==> src/rtl/phy_rx_pkg.sv <==
// Shared constants and FSM encoding for the two-lane PHY receive path.
package phy_rx_pkg;

  localparam logic [7:0] COMMA_BC = 8'hBC;

  typedef enum logic [1:0] {
    SEARCH  = 2'd0,
    SKEW    = 2'd1,
    ALIGNED = 2'd2
  } sync_state_e;

endpackage

==> src/rtl/lane_lock.sv <==
// Per-lane comma qualifier: locks after SYNC_COUNT consecutive commas and
// drops lock after LOSS_COUNT consecutive idle cycles or a controller clear.
module lane_lock
  import phy_rx_pkg::*;
#(
  parameter int SYNC_COUNT = 4,
  parameter int LOSS_COUNT = 4
) (
  input  logic       clk_4f,
  input  logic       reset,
  input  logic       clear,
  input  logic       valid_in,
  input  logic [7:0] data_in,
  output logic       locked
);

  localparam int CW = $clog2(SYNC_COUNT + 1);
  localparam int IW = $clog2(LOSS_COUNT + 1);

  logic [CW-1:0] cnt_q, cnt_d;
  logic [IW-1:0] idle_q, idle_d;
  logic          locked_q, locked_d;
  logic          is_comma;

  assign is_comma = valid_in && (data_in == COMMA_BC);
  assign locked   = locked_q;

  // Clear wins over any lock event in the same cycle; a dropped lock must re-qualify from zero.
  always_comb begin
    cnt_d    = cnt_q;
    idle_d   = idle_q;
    locked_d = locked_q;
    if (clear) begin
      cnt_d    = {CW{1'b0}};
      idle_d   = {IW{1'b0}};
      locked_d = 1'b0;
    end else if (locked_q) begin
      if (valid_in) begin
        idle_d = {IW{1'b0}};
      end else if (idle_q == IW'(LOSS_COUNT - 1)) begin
        idle_d   = {IW{1'b0}};
        cnt_d    = {CW{1'b0}};
        locked_d = 1'b0;
      end else begin
        idle_d = idle_q + 1'b1;
      end
    end else begin
      idle_d = {IW{1'b0}};
      if (is_comma) begin
        if (cnt_q == CW'(SYNC_COUNT - 1)) begin
          cnt_d    = CW'(SYNC_COUNT);
          locked_d = 1'b1;
        end else begin
          cnt_d = cnt_q + 1'b1;
        end
      end else if (valid_in) begin
        cnt_d = {CW{1'b0}};
      end else begin
        cnt_d = cnt_q;
      end
    end
  end

  always_ff @(posedge clk_4f) begin
    if (reset) begin
      cnt_q    <= {CW{1'b0}};
      idle_q   <= {IW{1'b0}};
      locked_q <= 1'b0;
    end else begin
      cnt_q    <= cnt_d;
      idle_q   <= idle_d;
      locked_q <= locked_d;
    end
  end

endmodule

==> src/rtl/phy_rx_lane_sync.sv <==
// Two-lane sync/deskew controller: lock FSM, early-lane delay line, output gating.
// Optional saturating loss counter enabled by PHY_RX_LANE_SYNC_STATS_EN.
module phy_rx_lane_sync
  import phy_rx_pkg::*;
#(
  parameter int SYNC_COUNT = 4,
  parameter int LOSS_COUNT = 4,
  parameter int SKEW_MAX   = 3
) (
  input  logic       clk_4f,
  input  logic       reset,
  input  logic [7:0] data_in_0,
  input  logic [7:0] data_in_1,
  input  logic       valid_in_0,
  input  logic       valid_in_1,
  output logic [7:0] data_out_0,
  output logic [7:0] data_out_1,
  output logic       valid_out_0,
  output logic       valid_out_1,
  output logic       sync_ok,
  output logic [2:0] skew,
  output logic       early_lane,
  output logic       skew_err
`ifdef PHY_RX_LANE_SYNC_STATS_EN
  ,
  output logic [7:0] loss_count
`endif
);

  sync_state_e state_q, state_d;
  logic [2:0]  skew_cnt_q, skew_cnt_d;
  logic [2:0]  skew_q, skew_d;
  logic        early_sel_q, early_sel_d;
  logic        early_lane_q, early_lane_d;
  logic        skew_err_q, skew_err_d;
  logic        sync_ok_q, sync_ok_d;
  logic [7:0]  data_out_q [2];
  logic [7:0]  data_out_d [2];
  logic [1:0]  valid_out_q, valid_out_d;
  logic [8:0]  sr_q [2][SKEW_MAX];
  logic [8:0]  sr_d [2][SKEW_MAX];
  logic [8:0]  lane_in [2];
  logic [8:0]  tap [2];
  logic        locked_0, locked_1, late_locked, clear;

  lane_lock #(.SYNC_COUNT(SYNC_COUNT), .LOSS_COUNT(LOSS_COUNT)) u_lock_0 (
    .clk_4f(clk_4f), .reset(reset), .clear(clear),
    .valid_in(valid_in_0), .data_in(data_in_0), .locked(locked_0)
  );

  lane_lock #(.SYNC_COUNT(SYNC_COUNT), .LOSS_COUNT(LOSS_COUNT)) u_lock_1 (
    .clk_4f(clk_4f), .reset(reset), .clear(clear),
    .valid_in(valid_in_1), .data_in(data_in_1), .locked(locked_1)
  );

  assign lane_in[0]  = {valid_in_0, data_in_0};
  assign lane_in[1]  = {valid_in_1, data_in_1};
  assign late_locked = early_sel_q ? locked_0 : locked_1;

  // early_sel tracks the candidate lead lane; the visible skew/early_lane only move on entry to ALIGNED.
  always_comb begin
    state_d      = state_q;
    skew_cnt_d   = skew_cnt_q;
    early_sel_d  = early_sel_q;
    skew_d       = skew_q;
    early_lane_d = early_lane_q;
    skew_err_d   = 1'b0;
    clear        = 1'b0;
    case (state_q)
      SEARCH: begin
        if (locked_0 && locked_1) begin
          skew_d       = 3'd0;
          early_lane_d = 1'b0;
          state_d      = ALIGNED;
        end else if (locked_0 || locked_1) begin
          early_sel_d = locked_1;
          skew_cnt_d  = 3'd1;
          state_d     = SKEW;
        end else begin
          state_d = SEARCH;
        end
      end
      SKEW: begin
        if (late_locked) begin
          skew_d       = skew_cnt_q;
          early_lane_d = early_sel_q;
          state_d      = ALIGNED;
        end else if (skew_cnt_q == 3'(SKEW_MAX)) begin
          skew_err_d = 1'b1;
          clear      = 1'b1;
          state_d    = SEARCH;
        end else begin
          skew_cnt_d = skew_cnt_q + 3'd1;
        end
      end
      ALIGNED: begin
        if (!locked_0 || !locked_1) begin
          clear   = 1'b1;
          state_d = SEARCH;
        end else begin
          state_d = ALIGNED;
        end
      end
      default: state_d = SEARCH;
    endcase
    sync_ok_d = (state_d == ALIGNED);
  end

  // Both lanes shift every cycle; only the early lane ever reads a non-zero tap.
  always_comb begin
    for (int l = 0; l < 2; l++) begin
      sr_d[l][0] = lane_in[l];
      for (int k = 1; k < SKEW_MAX; k++) sr_d[l][k] = sr_q[l][k-1];
      tap[l] = lane_in[l];
      for (int k = 0; k < SKEW_MAX; k++)
        tap[l] = (early_lane_q == 1'(l) && skew_q == 3'(k + 1)) ? sr_q[l][k] : tap[l];
      data_out_d[l] = tap[l][7:0];
    end
    valid_out_d[0] = (state_q == ALIGNED) && (state_d == ALIGNED) &&
                     tap[0][8] && tap[1][8] &&
                     (tap[0][7:0] != COMMA_BC) && (tap[1][7:0] != COMMA_BC);
    valid_out_d[1] = valid_out_d[0];
  end

`ifdef PHY_RX_LANE_SYNC_STATS_EN
  logic [7:0] loss_q, loss_d;

  always_comb begin
    loss_d = loss_q;
    if (((state_q == ALIGNED && state_d == SEARCH) || skew_err_d) && loss_q != 8'hFF) begin
      loss_d = loss_q + 8'd1;
    end else begin
      loss_d = loss_q;
    end
  end

  always_ff @(posedge clk_4f) begin
    if (reset) loss_q <= 8'd0;
    else       loss_q <= loss_d;
  end

  assign loss_count = loss_q;
`endif

  always_ff @(posedge clk_4f) begin
    if (reset) begin
      state_q      <= SEARCH;
      skew_cnt_q   <= 3'd0;
      skew_q       <= 3'd0;
      early_sel_q  <= 1'b0;
      early_lane_q <= 1'b0;
      skew_err_q   <= 1'b0;
      sync_ok_q    <= 1'b0;
      valid_out_q  <= 2'b00;
      for (int l = 0; l < 2; l++) begin
        data_out_q[l] <= 8'd0;
        for (int k = 0; k < SKEW_MAX; k++) sr_q[l][k] <= 9'd0;
      end
    end else begin
      state_q      <= state_d;
      skew_cnt_q   <= skew_cnt_d;
      skew_q       <= skew_d;
      early_sel_q  <= early_sel_d;
      early_lane_q <= early_lane_d;
      skew_err_q   <= skew_err_d;
      sync_ok_q    <= sync_ok_d;
      valid_out_q  <= valid_out_d;
      for (int l = 0; l < 2; l++) begin
        data_out_q[l] <= data_out_d[l];
        for (int k = 0; k < SKEW_MAX; k++) sr_q[l][k] <= sr_d[l][k];
      end
    end
  end

  assign data_out_0  = data_out_q[0];
  assign data_out_1  = data_out_q[1];
  assign valid_out_0 = valid_out_q[0];
  assign valid_out_1 = valid_out_q[1];
  assign sync_ok     = sync_ok_q;
  assign skew        = skew_q;
  assign early_lane  = early_lane_q;
  assign skew_err    = skew_err_q;

endmodule

==> config.mk <==
export PLATFORM = sky130hd
export DESIGN_NAME = phy_rx_lane_sync
export DESIGN_NICKNAME = d
export VERILOG_FILES = /design/src/rtl/phy_rx_pkg.sv /design/src/rtl/lane_lock.sv /design/src/rtl/phy_rx_lane_sync.sv
export SDC_FILE = /design/constraint.sdc
export NUM_CORES = 1
export LEC_CHECK = 0
export CAP_MARGIN = 10
export CORE_MARGIN = 4
export CORE_UTILIZATION = 30
export CTS_CLUSTER_DIAMETER = 200
export DETAILED_ROUTE_END_ITERATION = 12
export SYNTH_ARGS = -nofsm -noshare
export SYNTH_HDL_FRONTEND = slang
export SYNTH_SLANG_ARGS = --single-unit
export TNS_END_PERCENT = 20
==> constraint.sdc <==
create_clock -name clk_4f -period 2 [get_ports clk_4f]
set_input_delay 0.3 -clock clk_4f [delete_from_list [all_inputs] [get_ports clk_4f]]
set_output_delay 0.3 -clock clk_4f [all_outputs]
set_load 0.02 [all_outputs]
==> metrics.log <==
[metrics] Total Routing Usage GR: 0.125
[metrics] proportion of synthesized area in mux cells: 0.0275
[metrics] final hold violation count: 0
[metrics] most frequent standard cell in the layout excluding fill and tap cells: dfxtp_1
[metrics] Max Transition Viols Final: 0
[metrics] CTS Sinks: 97
[metrics] reg-to-reg endpoint: u_lock_0.idle_q[0]
[metrics] number of vias per cell: 4.76
[metrics] hold path endpoint: state_q[1]
[metrics] proportion of synthesized flip-flops having asynchronous set or reset: 0
[metrics] number of synthesized register bits: 97
[metrics] post-synthesis cell count: 432
[metrics] Core ar.: 13200 µm²
[metrics] Finish-stage setup viols: 0
[metrics] PD cells: 801 nW/µm²
[metrics] number of nets in the finished design: 529
[metrics] number of buffers and inverters on the critical path: 0
[metrics] most frequently used flop master after synthesis: dfxtp_1
[metrics] cells traversed along the worst timing path: ha_1 -> ha_1 -> a22o_1 -> a21o_2 -> or4_4 -> nor2_2
[metrics] Maximum Capacitance Violations: 0
[metrics] number of cell instances on the worst register-to-register path: 6
[metrics] Routed Wire Length: 9210 µm
[metrics] xor/xnor cell area share of the yosys netlist: 0
[metrics] full die area: 15400 µm²
[metrics] number of distinct library cell variants in the gate-level netlist after synthesis: 64
[metrics] die boundary height: 124 µm
[metrics] result of the run: completed
[metrics] routed vias: 3208
[metrics] largest clock skew in the final design: 7.00 ps
[metrics] Critical Path Source Type: flip-flop
[metrics] data arrival time of the critical path: 2190 ps
[metrics] clock tree buffer depth: 2
[metrics] Final HPWL DP: 6780 µm
[metrics] sort of element at the end of the critical path: flip-flop
[metrics] routability cong.: 0.858
[metrics] post-route fraction of the period consumed by the critical path: 0.956
[metrics] first-pass GRT wire length: 15200 µm
[metrics] normalized max-slew margin: 0.627
[metrics] Hold Path Stages: 2
[metrics] DRC errors left: 0
[metrics] Reg clk slew, reported paths: 70 ps
[metrics] Post-Synth Adder-Cell Area: 0.0494
[metrics] CP Max Fanout: 7
[metrics] Crit path required time: 2280 ps
[metrics] Worst-Skew Late Latency: 350 ps
[metrics] via count of the first global-routing pass: 3162
[metrics] WL/cell: 13.7 µm
[metrics] sum of overflow across all layers after global routing: 0
[metrics] static leakage: 1.95 nW
[metrics] post-layout minimum cycle time: 1910 ps
[metrics] share of synthesized cell area in and, or, nand and nor gates: 0.245
[metrics] FF-to-FF setup slack: 90 ps
[metrics] peak per-stage delay on the critical path: 470 ps
[metrics] pin count of the biggest net entering global routing: 56
[metrics] main combinational cell family by area after synthesis: simple AND/OR/NAND/NOR gates
[metrics] Detail Route Antenna Nets: 0
[metrics] Final Total Pwr: 0.00417 W
[metrics] proportion of layout cells with a drive suffix above 1: 0.173
[metrics] clock root buffer master: clkbuf_16
[metrics] source of the worst hold timing path: reset
[metrics] total number of H-tree levels: 3
[metrics] Slew @ Worst Pin: 559 ps
[metrics] fill cell total of the finished layout: 1319
[metrics] Synth Warn #: 0
[metrics] post-synthesis to final-layout area growth: 28.7%
[metrics] post-placement cell count: 655
[metrics] Detailed Routing Iterations Pass 1: 4
[metrics] path class of the lowest-slack min-delay path: in2reg
[metrics] Critical Path Slowest Stage Cell: or4_4
[metrics] TritonCTS clock tree: done
[metrics] dominant delay contributor by cell family on the critical path: simple AND/OR/NAND/NOR gates
[metrics] number of DRC violations after detailed-routing iteration 0: 251
[metrics] share of the synthesized area in compound gates (AO/OA/AOI/OAI): 0.150
[metrics] total standard cell area after synthesis: 4050 µm²
[metrics] Final Util: 0.394
[metrics] Synthesized Nets: 468
[metrics] floorplan row count: 42
[metrics] VDD IR max: 0.379 mV
[metrics] width of the die: 124 µm
[metrics] Port Buf Inserts: 43
[metrics] Critical R2R Launch: skew_cnt_q[1]
[metrics] EDFF count, synth: 0
[metrics] diode insertion count for antenna repair: 0
[metrics] number of standard cells in the layout, taps in and fillers out: 674
[metrics] Synth Area per Inst: 9.37 µm²
[metrics] instance count on the critical path: 6
[metrics] commonest non-fill, non-tap cells in the layout: 92 x dfxtp_1, 67 x nor2b_1, 42 x clkdlybuf4s50_1, 31 x nor2_1, 29 x buf_4
[metrics] number of ports placed on the die boundary: 44
[metrics] CP dominant cell by count: ha_1
[metrics] maximum clock rate: 0.523 GHz
[metrics] type of the worst setup path: reg2reg
[metrics] share of the yosys chip area belonging to registers: 0.480
[metrics] antenna violations before repair: 0
[metrics] starting utilization of the core area: 0.306
[metrics] number of CTS-inserted buffers: 9
[Yosys cell counts, drive strengths merged, types with 2 or more instances]
| master | number | area [µm²] |
|---|---|---|
| o22ai | 8 | 50.1 |
| a2111oi | 2 | 23.8 |
| o2bb2ai | 5 | 43.8 |
| mux2 | 6 | 71.3 |
| and3 | 2 | 12.5 |
| nand4 | 3 | 18.8 |
| a31oi | 6 | 37.5 |
| nor2 | 38 | 160 |
| ha | 16 | 200 |
| nand3b | 5 | 37.5 |
| nor2b | 68 | 425 |
| mux2i | 4 | 40.0 |
| o21ai | 11 | 55.1 |
| a22oi | 3 | 22.5 |
| nor3 | 10 | 50.1 |
| or4 | 2 | 22.5 |
| a211oi | 6 | 50.1 |
| inv | 19 | 71.3 |
| a222oi | 2 | 20.0 |
| a221oi | 4 | 41.3 |
| nor4 | 2 | 12.5 |
| a21oi | 22 | 110 |
| buf | 14 | 77.6 |
| nand2b | 10 | 62.6 |
| or3 | 2 | 12.5 |
| o221ai | 2 | 23.8 |
| a21o | 2 | 15.0 |
| dfxtp | 97 | 1940 |
| nand3 | 8 | 40.0 |
| nand2 | 21 | 78.8 |
| clkbuf | 11 | 42.5 |
[report_power, final]
group | switching [W] | leakage, nW | internal [W] | total (W)
Clock | 0.000777 | 0.161 | 0.00112 | 0.00190
Combinational | 0.000131 | 0.992 | 0.000135 | 0.000266
Sequential | 0.0000221 | 0.798 | 0.00199 | 0.00201
Total | 0.000930 | 1.95 | 0.00324 | 0.00417
[per-layer routing]
metal | up-vias | part of all wire | wire length (µm) | global-route usage
li1 | 1617 | - | - | -
met1 | 1498 | 0.45 | 4150 | 0.157
met2 | 77 | 0.48 | 4390 | 0.202
met3 | 16 | 0.052 | 481 | 0.0359
met4 | 0 | 0.021 | 190 | 0.0513
met5 | - | 0 | 0 | 0
[cell type report]
cell class	instances	area [µm²]	area share
clock buffers	9	225	0.0432
clock inverters	7	113	0.0216
inverters	20	75.1	0.0144
multi-input cells	290	1950	0.373
flip-flops and latches	97	1960	0.375
well taps	176	220	0.0423
repair buffers	75	677	0.130
[per-stage QoR]
step / setup TNS (ps) / instance area (µm²) / setup WS (ps) / hold WS [ps]
2_1_floorplan: 0 / 4050 / 104 / 409
6_report: 0 / 5210 / 88.3 / 206
4_1_cts: 0 / 5140 / 24.3 / 201
3_5_place_dp: -116 / 4790 / -74.2 / 420
3_3_place_gp: -4.77 / 4790 / -4.51 / 416
5_1_grt: -11.1 / 5210 / -11.1 / 195
[flip-flops by register name (all words and copies together), names as in the netlist]
register,count
skew_err,1
sr_q,54
early_sel_q,1
u_lock_1.locked,1
skew_cnt_q,3
u_lock_0.cnt_q,3
u_lock_0.locked,1
u_lock_0.idle_q,3
sync_ok,1
state_q,2
data_out_q,16
u_lock_1.cnt_q,3
skew,3
early_lane,1
valid_out_q,1
u_lock_1.idle_q,3
[how the worst max path moves through the flow]
stage                       start                 end  slack [ps]
floorplan              state_q[1]  u_lock_0.idle_q[0]         100
global placement     data_in_1[6]   u_lock_1.cnt_q[0]          -5
detailed placement   data_in_1[6]   u_lock_1.cnt_q[0]         -70
CTS                 skew_cnt_q[1]      valid_out_q[0]          20
global route        skew_cnt_q[1]      valid_out_q[0]         -10
finish              skew_cnt_q[1]  u_lock_0.idle_q[0]          90
[cell families (layout without fill, tap and decap cells)]
group | after synthesis | in the layout
and+or+nand+nor | 178 | 178
muxes | 10 | 10
AOI/OAI and AO/OA | 86 | 86
adders and majority gates | 16 | 16
DFF | 97 | 97
buffers and inverters | 45 | 111
[repair_timing]
action | CTS | global route
pin swaps | 0 | 3
endpoints found under the setup margin | 2 | 2
hold buffers | 0 | 0
gates resized for setup | 3 | 17
endpoints found under the hold margin | 0 | 0
buffers inserted | 0 | 3
gates cloned | 0 | 0
No activity file was read; power rests on OpenSTA's default activity.
